## src/rtl/fsm_state_logger.sv

```systemverilog
// Logs FSM state transitions {prev, new, dwell} into a FWFT FIFO read via valid/ready.
// Optional STATE_LOG_WMARK_EN adds a half_full watermark output.
module fsm_state_logger #(
  parameter int STATE_W = 4,
  parameter int DEPTH   = 8,
  parameter int DWELL_W = 8
) (
  input  logic                           clk,
  input  logic                           rst_n,
  input  logic [STATE_W-1:0]             state_in,
  input  logic                           rd_ready,
  output logic                           rd_valid,
  output logic [2*STATE_W+DWELL_W-1:0]   rd_data,
  output logic [$clog2(DEPTH):0]         count,
  output logic                           overflow,
`ifdef STATE_LOG_WMARK_EN
  output logic                           half_full,
`endif
  output logic [7:0]                     drop_cnt
);

  localparam int AW = $clog2(DEPTH);
  localparam int CW = AW + 1;

  typedef struct packed {
    logic [STATE_W-1:0] prev;
    logic [STATE_W-1:0] nxt;
    logic [DWELL_W-1:0] dwell;
  } entry_t;

  entry_t [DEPTH-1:0] mem;
  logic [AW-1:0]      wr_ptr, rd_ptr, rd_ptr_n;
  logic [CW-1:0]      remain, cnt_n;
  logic               armed;
  logic [STATE_W-1:0] prev_q;
  logic [DWELL_W-1:0] dwell;
  logic               change, full, pop, accept, drop;
  entry_t             push_ent, head_n;

  assign rd_valid = (count != '0);

  always_comb begin
    change   = armed && (state_in != prev_q);
    full     = (count == CW'(DEPTH));
    pop      = rd_valid && rd_ready;
    // a pop in the same cycle frees the slot the push needs
    accept   = change && (!full || pop);
    drop     = change && full && !pop;
    push_ent = '{prev: prev_q, nxt: state_in, dwell: dwell};
    rd_ptr_n = pop ? rd_ptr + 1'b1 : rd_ptr;
    remain   = count - CW'(pop);
    cnt_n    = remain + CW'(accept);
    head_n   = entry_t'(rd_data);
    // registered head: if nothing older survives the pop, the new entry becomes head
    if (cnt_n != '0)
      head_n = (remain == '0) ? push_ent : mem[rd_ptr_n];
  end

  always_ff @(posedge clk) begin
    if (!rst_n) begin
      armed    <= 1'b0;
      prev_q   <= '0;
      dwell    <= '0;
      wr_ptr   <= '0;
      rd_ptr   <= '0;
      count    <= '0;
      rd_data  <= '0;
      overflow <= 1'b0;
      drop_cnt <= '0;
    end else begin
      if (!armed) begin
        armed  <= 1'b1;
        prev_q <= state_in;
        dwell  <= DWELL_W'(1);
      end else if (change) begin
        prev_q <= state_in;
        dwell  <= DWELL_W'(1);
      end else if (dwell != '1) begin
        dwell  <= dwell + 1'b1;
      end
      if (accept) wr_ptr <= wr_ptr + 1'b1;
      rd_ptr  <= rd_ptr_n;
      count   <= cnt_n;
      rd_data <= head_n;
      if (drop) begin
        overflow <= 1'b1;
        if (drop_cnt != 8'hFF) drop_cnt <= drop_cnt + 1'b1;
      end
    end
  end

  // storage needs no reset; occupancy alone decides what is valid
  always_ff @(posedge clk) begin
    if (rst_n && accept) mem[wr_ptr] <= push_ent;
  end

`ifdef STATE_LOG_WMARK_EN
  assign half_full = (count >= CW'(DEPTH/2));
`endif

endmodule

```

## config.mk

```make
export PLATFORM = sky130hd
export DESIGN_NAME = fsm_state_logger
export DESIGN_NICKNAME = d
export VERILOG_FILES = /design/src/rtl/fsm_state_logger.sv
export SDC_FILE = /design/constraint.sdc
export NUM_CORES = 1
export LEC_CHECK = 0
export CORE_UTILIZATION = 25
export CTS_CLUSTER_DIAMETER = 200
export CTS_CLUSTER_SIZE = 24
export DETAILED_ROUTE_END_ITERATION = 12
export PLACE_DENSITY = 0.43
export SETUP_SLACK_MARGIN = 0.02
export SYNTH_ARGS = -nofsm -noshare
export SYNTH_HDL_FRONTEND = slang
export SYNTH_SLANG_ARGS = --single-unit
```

## constraint.sdc

```tcl
create_clock -name clk -period 5.4 [get_ports clk]
set_input_delay 0.54 -clock clk [delete_from_list [all_inputs] [get_ports clk]]
set_output_delay 0.54 -clock clk [all_outputs]
set_load 0.005 [all_outputs]
```

After elaboration in Yosys (flattened, before gate mapping)
Cells that the tools add are included.
{"block": "word_totals", "register_bits": 176, "inputBits": 7, "out_inout_bits": 30, "word_cells": 79}
{"block": "classes", "add_sub_neg": 6, "magnitude_cmp": 3, "n_eq_ne": 6, "muxes": 13, "bitwise_logic": 2, "n_reduce_logical": 15}
{"operator": "$bwmux 128", "count": 1}
{"operator": "$bmux 16 s3", "count": 1}
{"operator": "$demux 16 s3", "count": 1}
{"operator": "$mux 16", "count": 3}
{"operator": "$add 8x1->8 const B", "count": 2}
{"operator": "$ne 8x8->1 const B", "count": 2}
{"operator": "$lt 3x4->1 const B", "count": 2}
{"operator": "$mux 4", "count": 2}
{"operator": "$reduce_bool 4->1", "count": 2}
{"operator": "$logic_and 1x1->1", "count": 7}
{"operator": "$add 3x1->3 const B", "count": 2}
{"operator": "$add 4x1->4", "count": 1}
{"operator": "$eq 4x4->1 const B", "count": 1}
{"operator": "$logic_not 4->1", "count": 1}
{"operator": "$mux 1", "count": 4}
{"operator": "$ne 4x4->1", "count": 1}
{"operator": "$sub 4x1->4", "count": 1}
{"operator": "$ge 3x1->1 const B", "count": 1}
{"operator": "$mux 3", "count": 1}
{"operator": "$ne 3x1->1 const B", "count": 1}
{"operator": "$reduce_or 3->1", "count": 1}
{"operator": "$logic_not 1->1", "count": 2}
{"operator": "$ne 2x1->1 const B", "count": 1}
{"operator": "$not 1->1", "count": 2}
{"operator": "other kinds (2)", "count": 2}

Logic depth before layout (Yosys ltp)
Gate-level depths: netlist (run 1).
{"block": "depth", "ltp_word": 6, "ltp_mapped": 14, "depth_no_buf": 10}

Least setup slack after synthesis (run 1)
No wires, ideal clock.
{"block": "synth_timing", "path_type": "input to register", "from": "in state_in[1]", "to": "reg mem[0] (netlist name) (enable)", "setup_ps": 430, "arrival_ps": 2885, "t_required_ps": 4970, "setup_slack_ps": 2085, "stages": 6, "path_buffers": 1, "cell_sequence": "xor2_1 > o41ai_1 > nor2b_1 > clkbuf_1 > nand2b_1 > nor4_1"}
{"block": "synth_between", "elab_chain_cells": 4}
{"item": "from (decl)", "line_no": "10", "text": "input logic [STATE_W-1:0] state_in,"}
{"item": "$ne 4x4->1", "line_no": "43", "text": "change = armed && (state_in != prev_q);"}
{"item": "$logic_and 1x1->1", "line_no": "43"}
{"item": "$logic_and 1x1->1", "line_no": "47", "text": "accept = change && (!full || pop);"}
{"item": "net accept", "line_no": "37", "text": "logic change, full, pop, accept, drop;"}
{"item": "$logic_and 1x1->1", "line_no": "94", "text": "if (rst_n && accept) mem[wr_ptr] <= push_ent;"}
{"item": "to (signal, indexed assignment)", "line_no": "94"}
{"item": "to (decl)", "line_no": "31", "text": "entry_t [DEPTH-1:0] mem;"}
The timed path passes the listed nets, and every way through them passes these cells.
A chain may end at the register's enable or synchronous reset.

Final worst setup path (run 1)
{"block": "layout_timing", "from": "in state_in[0]", "to": "reg rd_data[11]"}
{"block": "layout_between", "elab_chain_cells": 5}
{"item": "$ne 4x4->1", "line_no": "43"}
{"item": "$logic_and 1x1->1", "line_no": "43"}
{"item": "$logic_and 1x1->1", "line_no": "47"}
{"item": "$add 4x1->4", "line_no": "52", "text": "cnt_n = remain + CW'(accept);"}
{"item": "net cnt_n[1]", "line_no": "33", "text": "logic [CW-1:0] remain, cnt_n;"}
{"item": "$reduce_bool 4->1", "line_no": "55", "text": "if (cnt_n != '0)"}
{"item": "to (signal assigned)", "line_no": "84", "text": "rd_data <= head_n;"}
{"item": "to (decl)", "line_no": "13", "text": "output logic [2*STATE_W+DWELL_W-1:0] rd_data,"}
The timed path passes the listed nets, and every way through them passes these cells.

==> flow_summary.yaml, run 1 <==
logic_synthesis:
  synth_enable_flop_cells: 128
  area_share_of_the_largest_cell_type_after_synthesis_pct: 46.5
  synth_warnings: 0
  synthDistinctLibCells: 53
  synth.ff_latch_count: 176
  postSynthNetCount: 657
  netlist.top_cell.by_area: "edfxtp_1"
  post_synth.cell_area_avg_um2: 12.9
  ys_async_sr_fraction_pct: 0
  synth_cells: 642
  seq_area_frac_synth_pct: 58.1
  synth_flop_cell: "edfxtp_1"
  synthTopCellsByArea: "edfxtp_1, dfxtp_1, mux4_2, mux2i_1, nand2_1"
  netlist_area_mm2: 0.00827
routing:
  finalWirelength_um: 21400
  drt-vias-per-instance: 4.63
  avgRoutedWirePerCell_um: 18.9
  drtIter0Drc: 307
  detailroute.via_count: 5250
  drtAntennaViolNets: 0
  number_of_iterations_in_the_first_detailed_routing_pass: 4
  drc_errors: 0
pwr:
  seqPwrFrac_pct: 32.8
  worst_ir_drop_vdd_uv: 265
  cellPowerDensity_mw_per_mm2: 504
  power_frac_clock_pct: 25.5
  power_switching_share_pct: 37.6
  fin_total_pwr_uw: 4920
  power.internal_uw: 3070
  p_leak_uw: 0.00318
  combinational_share_of_power_pct: 41.7
  power.switching_uw: 1850
placed_design:
  io_buffers: 36
  gp_routability_congestion: 0.719
  post-dp-hpwl_um: 12900
clock_tree:
  cts_max_path_buffers: 2
  worst_setup_hold_path_clk_slew_ns: 0.07
  clock_sink_count: 176
  ctsHtreeMaxLevel: 4
  tritoncts: "yes"
  cts.root.buffer_cell: "clkbuf_16"
  clkLatencyLatePin_ns: 0.44
  post_cts_hold_buffer_count: 0
  tritoncts.num_buffers: 17
  cts_post_setup_buffers_inserted: 0
  post_cts_resized: 0
setup_path:
  timing.setup.critical_path_class: "input port to register"
  r2r_slack_ns: 1.99
  timing.rr.end: "rd_data[11]"
  worstPathRequired_ns: 5.71
  timing.critical_path.fanout_max: 17
  setup.worst_path.start_class: "input port"
  timing.critical_path.to_type: "register"
  r2r.worst_path.cells: 9
  r2r-start: "prev_q[0]"
  worst-endpoint-arrival_ns: 3.95
global_routing:
  globalRoute.totalOverflow: 0
  largest_net_degree_at_the_start_of_global_routing: 67
  grt_pass1_vias: 5269
  groute.usage.overall_pct: 13.2
  antenna_violations_before_repair: 0
  grt_first_pass_wirelength_um: 32400
min_path:
  worst_hold_path.num_cells: 2
  hold_start: "overflow"
  min-delay-path-class: "register to register"
  hold_end: "overflow"
floorplanning:
  die_width_um: 184
  io-pin-count: 37
  starting_utilization_of_the_core_area_pct: 25.4
  die-area_mm2: 0.0338
  coreArea_mm2: 0.0325
  floorplan.die.height_um: 184
  rows: 66
cells_and_area:
  drive_above_1_share_pct: 16.6
  area_growth_syn_to_layout_pct: 18.1
  nets: 694
  num_antenna_cells: 0
  nFillCells: 3277
flow_run:
  maxCapViolations: 0
run_status:
  result_of_the_run: "complete, no violations"
timing:
  max-slew-margin-rel_pct: 24.6
  worst_hold_slack_ns: 0.480
  layout_worst_path_cycle_share_pct: 67.4
  final_max_slew_viol_count: 0
  hold_viol_final: 0
  finalSetupViolations: 0
  worst_clock_skew_ns: 0.0130
  fmax_mhz: 275
  grt_setup_unrepaired: "no"
  finalCriticalPeriod_ns: 3.64
  worst_pin_slew_ns: 1.13
  fin_tns_setup_ns: 0
[worst max-delay path, cell delays in order]
cell and delay [ns]:
clkdlybuf4s50_1 0.61, xor2_1 0.25, o41ai_1 0.45, buf_4 0.20
nor2b_1 0.10, ha_1 0.24, ha_1 0.32, or4_1 0.87
o21ai_0 0.31, nor2_1 0.06
[cell type report]
type,count,area (um^2),area share (%)
clock buffers,17,425,4.36
inverters,8,30.0,0.307
repair buffers,59,533,5.46
clock inverters,15,175,1.79
flip-flops and latches,176,4810,49.2
well taps,442,553,5.66
multi-input cells,417,3240,33.2
[sequential cells by signal (all words and copies together) (netlist names)]
name      cells
mem         128
wr_ptr        3
drop_cnt      8
prev_q        4
dwell         8
armed         1
rd_ptr        3
overflow      1
count         4
rd_data      16
[layout by cell type (no fill, tap or decap), types with 8 or more instances in the layout]
cell / count
clkdlybuf4s50_1: 36
clkbuf_16: 17
buf_4: 23
mux4_2: 30
o21ai_0: 20
xor2_1: 13
nand2_1: 84
mux2i_1: 54
mux2_2: 15
o21ai_1: 13
nor2_1: 41
a2111oi_1: 9
dfxtp_1: 46
edfxtp_1: 128
a21oi_1: 37
a211oi_1: 15
and2_1: 8
[layer usage]
layer | share of wire [%] | routed length, um | GRT usage [%] | vias to the layer above
met5 | 0 | 0 | 0 | -
met4 | 1.6 | 344 | 4.17 | 0
met3 | 1.6 | 340 | 2.22 | 23
met2 | 55 | 11700 | 25.0 | 67
met1 | 42 | 9030 | 14.9 | 2646
li1 | - | - | - | 2514
[cells by family (layout without fill, tap and decap cells)]
kind of cell / after synthesis / after routing / synth area share, %
compound gates: 114 / 114 / 9.15
xor+xnor: 19 / 19 / 2.10
fa+ha+maj: 8 / 8 / 1.21
buf+inv: 49 / 99 / 2.99
flops: 176 / 176 / 58.1
mux: 99 / 99 / 16.7
simple gates: 177 / 177 / 9.71
[worst max path at each step]
stage / start / depth (start not counted) / endpoint
after floorplan: state_in[1] / 6 / mem[0]
after global placement: state_in[0] / 10 / rd_data[10]
after detailed placement: state_in[0] / 10 / rd_data[10]
after CTS: state_in[0] / 10 / rd_data[10]
after global routing: state_in[0] / 11 / rd_data[10]
final: state_in[0] / 10 / rd_data[11]
[stage by stage]
stage	cells	setup slack, ns	instance area [um^2]	util, %
6_report	1134	1.76	9770	30.0
5_1_grt	1134	1.46	9770	30.0
4_1_cts	1134	1.74	9770	30.0
3_5_place_dp	1102	1.28	9170	28.2
3_3_place_gp	1102	1.26	9170	28.2
2_1_floorplan	642	2.09	8270	-
[power groups by stage]
stage / Combinational, uW / Sequential, uW / Clock (uW)
floorplan: 1420 / 1630 / 0
global placement: 2070 / 1650 / 0
detailed placement: 2080 / 1650 / 0
CTS: 2090 / 1620 / 1290
global route: 2230 / 1630 / 1340
finish: 2050 / 1610 / 1250
[cells in the mapped netlist, types with 2 or more instances]
library cell and instances:
nor3_1 7, and3_1 5, o21ai_1 13, clkbuf_1 12, a31oi_1 3, nand4_1 5
mux4_2 30, o21bai_1 2, a2111oi_1 9, a2111oi_0 5, xnor2_1 5, and2_1 8
nand3_1 7, nor2_1 41, edfxtp_1 128, nand3b_1 2, buf_6 2, mux2i_1 54
o21ai_0 20, mux2_2 15, inv_1 6, nor4_1 4, xor2_1 13, a21oi_1 37
nand2b_1 4, a211oi_1 15, ha_1 8, buf_2 18, dfxtp_1 48, nand2_1 84
nor3b_1 3, buf_4 7, buf_1 2
Power figures use the tool's default switching activity.
==> run 2, diff against run 1 <==
==> constraint.sdc (replaced) <==
create_clock -name clk -period 3.6 [get_ports clk]
set_input_delay 0.36 -clock clk [delete_from_list [all_inputs] [get_ports clk]]
set_output_delay 0.36 -clock clk [all_outputs]
set_load 0.005 [all_outputs]
==> run 2 against run 1 <==
Effect of this change: clock skew decreased by 0.0043 ns; count of clock-buffer cells in the layout increased by 1; die area unchanged; largest power group unchanged; largest cell class unchanged; core utilization increased by 0.16 points; hold slack got worse by 0.012 ns; sequential power increased by 53%.
==> flow_summary.yaml, run 2 (synthesized netlist as in run 1, its figures left out) <==
timing:
  finalSetupViolations: 0
  worst_pin_slew_ns: 0.967
  finalCriticalPeriod_ns: 3.37
  max-slew-margin-rel_pct: 35.5
  hold_viol_final: 0
  fmax_mhz: 297
  final_max_slew_viol_count: 0
  worst_hold_slack_ns: 0.469
  grt_setup_unrepaired: "no"
  worst_clock_skew_ns: 0.00868
  layout_worst_path_cycle_share_pct: 93.7
  postLayoutSetupSlackWorst_ns: 0.228
placed_design:
  gp_routability_congestion: 0.732
  placedCellCount: 1111
  placed_cell_area_mm2: 0.00925
  placement.setup.worst_slack_ns: -0.0692
  io_buffers: 36
  post-dp-hpwl_um: 13300
pwr:
  power_switching_share_pct: 36.1
  seqPwrFrac_pct: 33.6
  power.internal_uw: 4670
  combinational_share_of_power_pct: 41.9
  power_frac_clock_pct: 24.5
  p_leak_uw: 0.00322
  power.switching_uw: 2640
  worst_ir_drop_vdd_uv: 325
  cellPowerDensity_mw_per_mm2: 745
setup_path:
  r2r_slack_ns: 0.23
  worstPathRequired_ns: 3.90
  timing.rr.end: "rd_data[0]"
  worst-endpoint-arrival_ns: 3.67
  setup.worst_path.start_class: "register"
  timing.critical_path.to_type: "register"
  timing.critical_path.from: "count[1]"
  timing.setup.critical_path_class: "register to register"
  r2r.worst_path.cells: 11
  r2r-start: "count[1]"
  timing.critical_path.fanout_max: 8
routing:
  drtAntennaViolNets: 0
  wire_length_on_met2_um: 11500
  drt-vias-per-instance: 4.68
  metal1_wirelength_um: 9090
  finalWirelength_um: 21400
  met3_layer_wire_length_in_the_routed_design_um: 590
  top_signal_layer_used: "met4"
  number_of_iterations_in_the_first_detailed_routing_pass: 4
  drc_errors: 0
  drtIter0Drc: 258
  detailroute.via_count: 5352
  avgRoutedWirePerCell_um: 18.7
cells_and_area:
  layout.cells.most_common_list: "edfxtp_1, nand2_1, mux2i_1"
  final_design_area_no_fill_mm2: 0.00982
  num_antenna_cells: 0
  layout_commonest_cell: "edfxtp_1"
  max_flop_register: "mem"
  multiInputGateArea_mm2: 0.00325
  register_area_mm2: 0.00481
  final_cell_count_no_fill: 1143
  biggestRegsByFlops: "mem (128), rd_data (16)"
  postLayoutCoreUtil_pct: 30.2
  nets: 703
  area_growth_syn_to_layout_pct: 18.7
  drive_above_1_share_pct: 17.4
  largest_register_ffs: 128
  nFillCells: 3294
floorplanning:
  starting_utilization_of_the_core_area_pct: 25.4
  io-pin-count: 37
  floorplan.die.height_um: 184
  die_width_um: 184
  coreArea_mm2: 0.0325
  die-area_mm2: 0.0338
  rows: 66
global_routing:
  groute.usage.overall_pct: 13.2
  grt_first_pass_wirelength_um: 32800
  globalRoute.totalOverflow: 0
  antenna_violations_before_repair: 0
  largest_net_degree_at_the_start_of_global_routing: 67
  grt_pass1_vias: 5581
clock_tree:
  tritoncts: "yes"
  cts_max_path_buffers: 2
  post_cts_hold_buffer_count: 0
  ctsHtreeMaxLevel: 4
  worst_setup_hold_path_clk_slew_ns: 0.06
  clock_sink_count: 176
  cts.root.buffer_cell: "clkbuf_16"
  clkLatencyLatePin_ns: 0.44
  cts_post_setup_buffers_inserted: 0
  tritoncts.num_buffers: 17
min_path:
  hold_end: "overflow"
  min-delay-path-class: "register to register"
  worst_hold_path.num_cells: 2
  hold_start: "overflow"
run_status:
  result_of_the_run: "complete, no violations"
flow_run:
  maxCapViolations: 0
run 2: cell types whose count changed in the layout (fill, tap and decap cells not counted), sizes merged:
cell	delta
buf	+9
clkinv	+2
inv	-2
clkbuf	+1
clkinvlp	-1
run 2: final cells by class:
type / instances / share of cell area (%)
repair buffers: 68 / 6.24
clock buffers: 18 / 4.47
clock inverters: 14 / 1.35
multi-input cells: 417 / 33.0
flip-flops and latches: 176 / 48.9
well taps: 442 / 5.63
inverters: 8 / 0.306
run 2: metal layers:
| layer | GRT usage [%] | vias to the layer above |
|---|---|---|
| met5 | 0 | - |
| met4 | 4.40 | 0 |
| met3 | 2.26 | 15 |
| met2 | 24.1 | 68 |
| met1 | 15.6 | 2745 |
| li1 | - | 2524 |
run 2: repair_timing:
action	4_1_cts	5_1_grt
endpoints found under the setup margin	0	1
resized for setup	0	1
endpoints found under the hold margin	0	0
run 2: power groups by stage:
stage	registers, uW	clock network [uW]	logic, uW
final	2460	1790	3060
after global placement	2500	0	3060
after CTS	2460	1830	3120
after detailed placement	2510	0	3110
after global routing	2470	1920	3350
after floorplan	2440	0	2130
run 2: worst max path at each step:
stage | end | cells after the start | slack [ns]
final | rd_data[0] | 11 | 0.23
after global routing | rd_data[13] | 11 | 0.03
after CTS | rd_data[11] | 11 | 0.06
after detailed placement | rd_data[11] | 12 | -0.07
after global placement | rd_data[11] | 12 | -0.01
after floorplan | mem[0] | 6 | 0.36
run 2: worst max-delay path: stages, from the launching register on:
cell,delay [ns]
dfxtp_1,0.39
o41ai_4,0.41
inv_2,0.07
ha_1,0.20
ha_1,0.20
xnor2_1,0.28
nand3_1,0.21
o2bb2ai_2,0.53
buf_4,0.25
a21oi_1,0.06
a2111oi_1,0.55
nor2_1,0.10
run 2: stage by stage:
| stage | total power [uW] | setup TNS [ns] |
|---|---|---|
| 2_1_floorplan | 4570 | 0 |
| 3_3_place_gp | 5560 | -0.00959 |
| 3_5_place_dp | 5610 | -0.0692 |
| 4_1_cts | 7420 | 0 |
| 5_1_grt | 7750 | 0 |
| 6_report | 7320 | 0 |
==> run 3, diff against run 2 <==
--- a/config.mk
+++ b/config.mk
@@ -9,6 +9,7 @@
 export CTS_CLUSTER_DIAMETER = 200
 export CTS_CLUSTER_SIZE = 24
 export DETAILED_ROUTE_END_ITERATION = 12
+export GPL_TIMING_DRIVEN = 0
 export PLACE_DENSITY = 0.43
 export SETUP_SLACK_MARGIN = 0.02
 export SYNTH_ARGS = -nofsm -noshare
==> run 3 against run 2 <==
Effect of this change: final cell count grew 2.4%; clock skew grew 0.0062 ns; via count grew 0.95%; hold slack lost 0.043 ns; non-clock buffer count grew 27; sequential power shrank 2%; register-to-register slack lost 0.02 ns; routed wire length grew 4.0%; sequential share of layout area shrank 1.6 points; largest cell class unchanged.
==> flow_summary.yaml, run 3 (synthesized netlist as in run 1, its figures left out) <==
floorplanning:
  io-pin-count: 37
  rows: 66
  die-area_mm2: 0.0338
  die_width_um: 184
  coreArea_mm2: 0.0325
  floorplan.die.height_um: 184
  starting_utilization_of_the_core_area_pct: 25.4
routing:
  number_of_iterations_in_the_first_detailed_routing_pass: 4
  drtAntennaViolNets: 0
  drt-vias-per-instance: 4.62
  metal1_wirelength_um: 10500
  detailroute.via_count: 5403
  finalWirelength_um: 22300
  drc_errors: 0
  top_signal_layer_used: "met4"
  drtIter0Drc: 363
  wire_length_on_met2_um: 11000
  met3_layer_wire_length_in_the_routed_design_um: 564
  avgRoutedWirePerCell_um: 19.0
timing:
  finalCriticalPeriod_ns: 3.39
  final_max_slew_viol_count: 0
  fmax_mhz: 295
  postLayoutSetupSlackWorst_ns: 0.210
  worst_clock_skew_ns: 0.0149
  worst_hold_slack_ns: 0.426
  grt_setup_unrepaired: "no"
  hold_viol_final: 0
  finalSetupViolations: 0
  worst_pin_slew_ns: 1.01
  fin_tns_setup_ns: 0
  max-slew-margin-rel_pct: 31.8
  layout_worst_path_cycle_share_pct: 94.2
cells_and_area:
  layout.cells.most_common_list: "edfxtp_1, nand2_1, mux2i_1"
  max_flop_register: "mem"
  nFillCells: 3321
  biggestRegsByFlops: "mem (128), rd_data (16)"
  postLayoutCoreUtil_pct: 31.2
  layout_commonest_cell: "edfxtp_1"
  largest_register_ffs: 128
  num_antenna_cells: 0
  nets: 730
  drive_above_1_share_pct: 20.6
  area_growth_syn_to_layout_pct: 22.8
min_path:
  worst_hold_path.num_cells: 1
  min-delay-path-class: "input port to register"
clock_tree:
  worst_setup_hold_path_clk_slew_ns: 0.07
  post_cts_hold_buffer_count: 0
  clock_sink_count: 176
  ctsHtreeMaxLevel: 4
  tritoncts.num_buffers: 17
  cts_max_path_buffers: 2
  clkLatencyLatePin_ns: 0.45
  cts.root.buffer_cell: "clkbuf_16"
  tritoncts: "yes"
setup_path:
  worst-endpoint-arrival_ns: 3.70
  crit_path_max_incr_delay_ns: 0.54
  r2r.worst_path.cells: 12
  timing.critical_path.fanout_max: 18
  timing.setup.critical_path_class: "register to register"
  timing.critical_path.to_type: "register"
  setup.worst_path.start_class: "register"
  worstPathRequired_ns: 3.91
  crit_path_cell_trace: "o41ai_4 -> buf_6 -> inv_4 -> ha_1 -> ha_1 -> xnor2_2 -> nand3_2 -> o211ai_4 -> buf_6 -> a211oi_1 -> a2111oi_2 -> nor2_1"
  cp_slowest_cell: "a2111oi_2"
run_status:
  result_of_the_run: "complete, no violations"
pwr:
  seqPwrFrac_pct: 30.5
  cellPowerDensity_mw_per_mm2: 780
  power_switching_share_pct: 37.4
  power.internal_uw: 4960
  fin_total_pwr_uw: 7920
  combinational_share_of_power_pct: 44.1
  p_leak_uw: 0.00339
  worst_ir_drop_vdd_uv: 321
  power.switching_uw: 2960
  power_frac_clock_pct: 25.4
global_routing:
  grt_pass1_vias: 5344
  grt_first_pass_wirelength_um: 33600
  antenna_violations_before_repair: 0
  globalRoute.totalOverflow: 0
  largest_net_degree_at_the_start_of_global_routing: 19
  groute.usage.overall_pct: 13.7
placed_design:
  gp_routability_congestion: 0.746
  placement.setup.worst_slack_ns: -0.974
  io_buffers: 36
  post-dp-hpwl_um: 15500
flow_run:
  maxCapViolations: 0
## run 3: cell types whose count changed in the layout (fill, tap and decap cells not counted), sizes merged
cell,change
clkbuf,+11
dlymetal6s2s,+2
inv,+5
clkdlybuf4s50,-4
dlygate4sd2,+2
bufinv,+2
buf,+15
clkinv,-6
## run 3: worst max-delay path, delay by kind of cell, from the launching register on
| kind | cells | cell delay (ns) |
|---|---|---|
| AO/OA/AOI/OAI | 4 | 1.41 |
| buffers and inverters | 3 | 0.53 |
| adder cells (fa/ha/maj) | 2 | 0.43 |
| flip-flops | 1 | 0.38 |
| AND/OR/NAND/NOR | 2 | 0.26 |
| XOR/XNOR | 1 | 0.24 |
## run 3: worst paths after layout
path	from	to	slack [ns]
worst max-delay path	count[1]	rd_data[13]	0.21
worst min-delay path	rst_n	armed	0.43
worst max register to register	count[1]	rd_data[13]	0.21
worst min register to register	overflow	overflow	0.49
## run 3: stage by stage
| step | cells | instance area, um^2 |
|---|---|---|
| after floorplan | 642 | 8270 |
| after global routing | 1170 | 10200 |
| after detailed placement | 1130 | 9340 |
| final | 1170 | 10200 |
| after CTS | 1165 | 10100 |
| after global placement | 1120 | 9190 |
## run 3: cell type report
cell class	count	area [um^2]	share of cell area, %
Inverter	8	32.5	0.320
Clock buffer	17	425	4.19
Timing Repair Buffer	55	556	5.47
Clock inverter	15	209	2.06
Buffer	40	221	2.18
Sequential cell	176	4810	47.3
Multi-Input combinational cell	417	3350	33.0
Tap cell	442	553	5.44
## run 3: power by group through the flow
| stage | Combinational, uW | Sequential [uW] | Clock (uW) |
|---|---|---|---|
| floorplan | 2130 | 2440 | 0 |
| global placement | 3230 | 2470 | 0 |
| detailed placement | 3210 | 2460 | 0 |
| CTS | 3440 | 2420 | 2060 |
| global route | 3770 | 2430 | 2150 |
| finish | 3490 | 2420 | 2010 |
## run 3: metal layers
metal  up-vias  global-route usage, %
li1       2580                      -
met2        66                   22.7
met3        13                   2.63
met4         0                   3.27
met1      2744                   18.2
met5         -                      0
## run 3: what timing repair did
action / in CTS / in global routing
pin swaps: 4 / 4
setup endpoints to repair: 16 / 15
buffers inserted: 4 / 5
resized for setup: 19 / 8
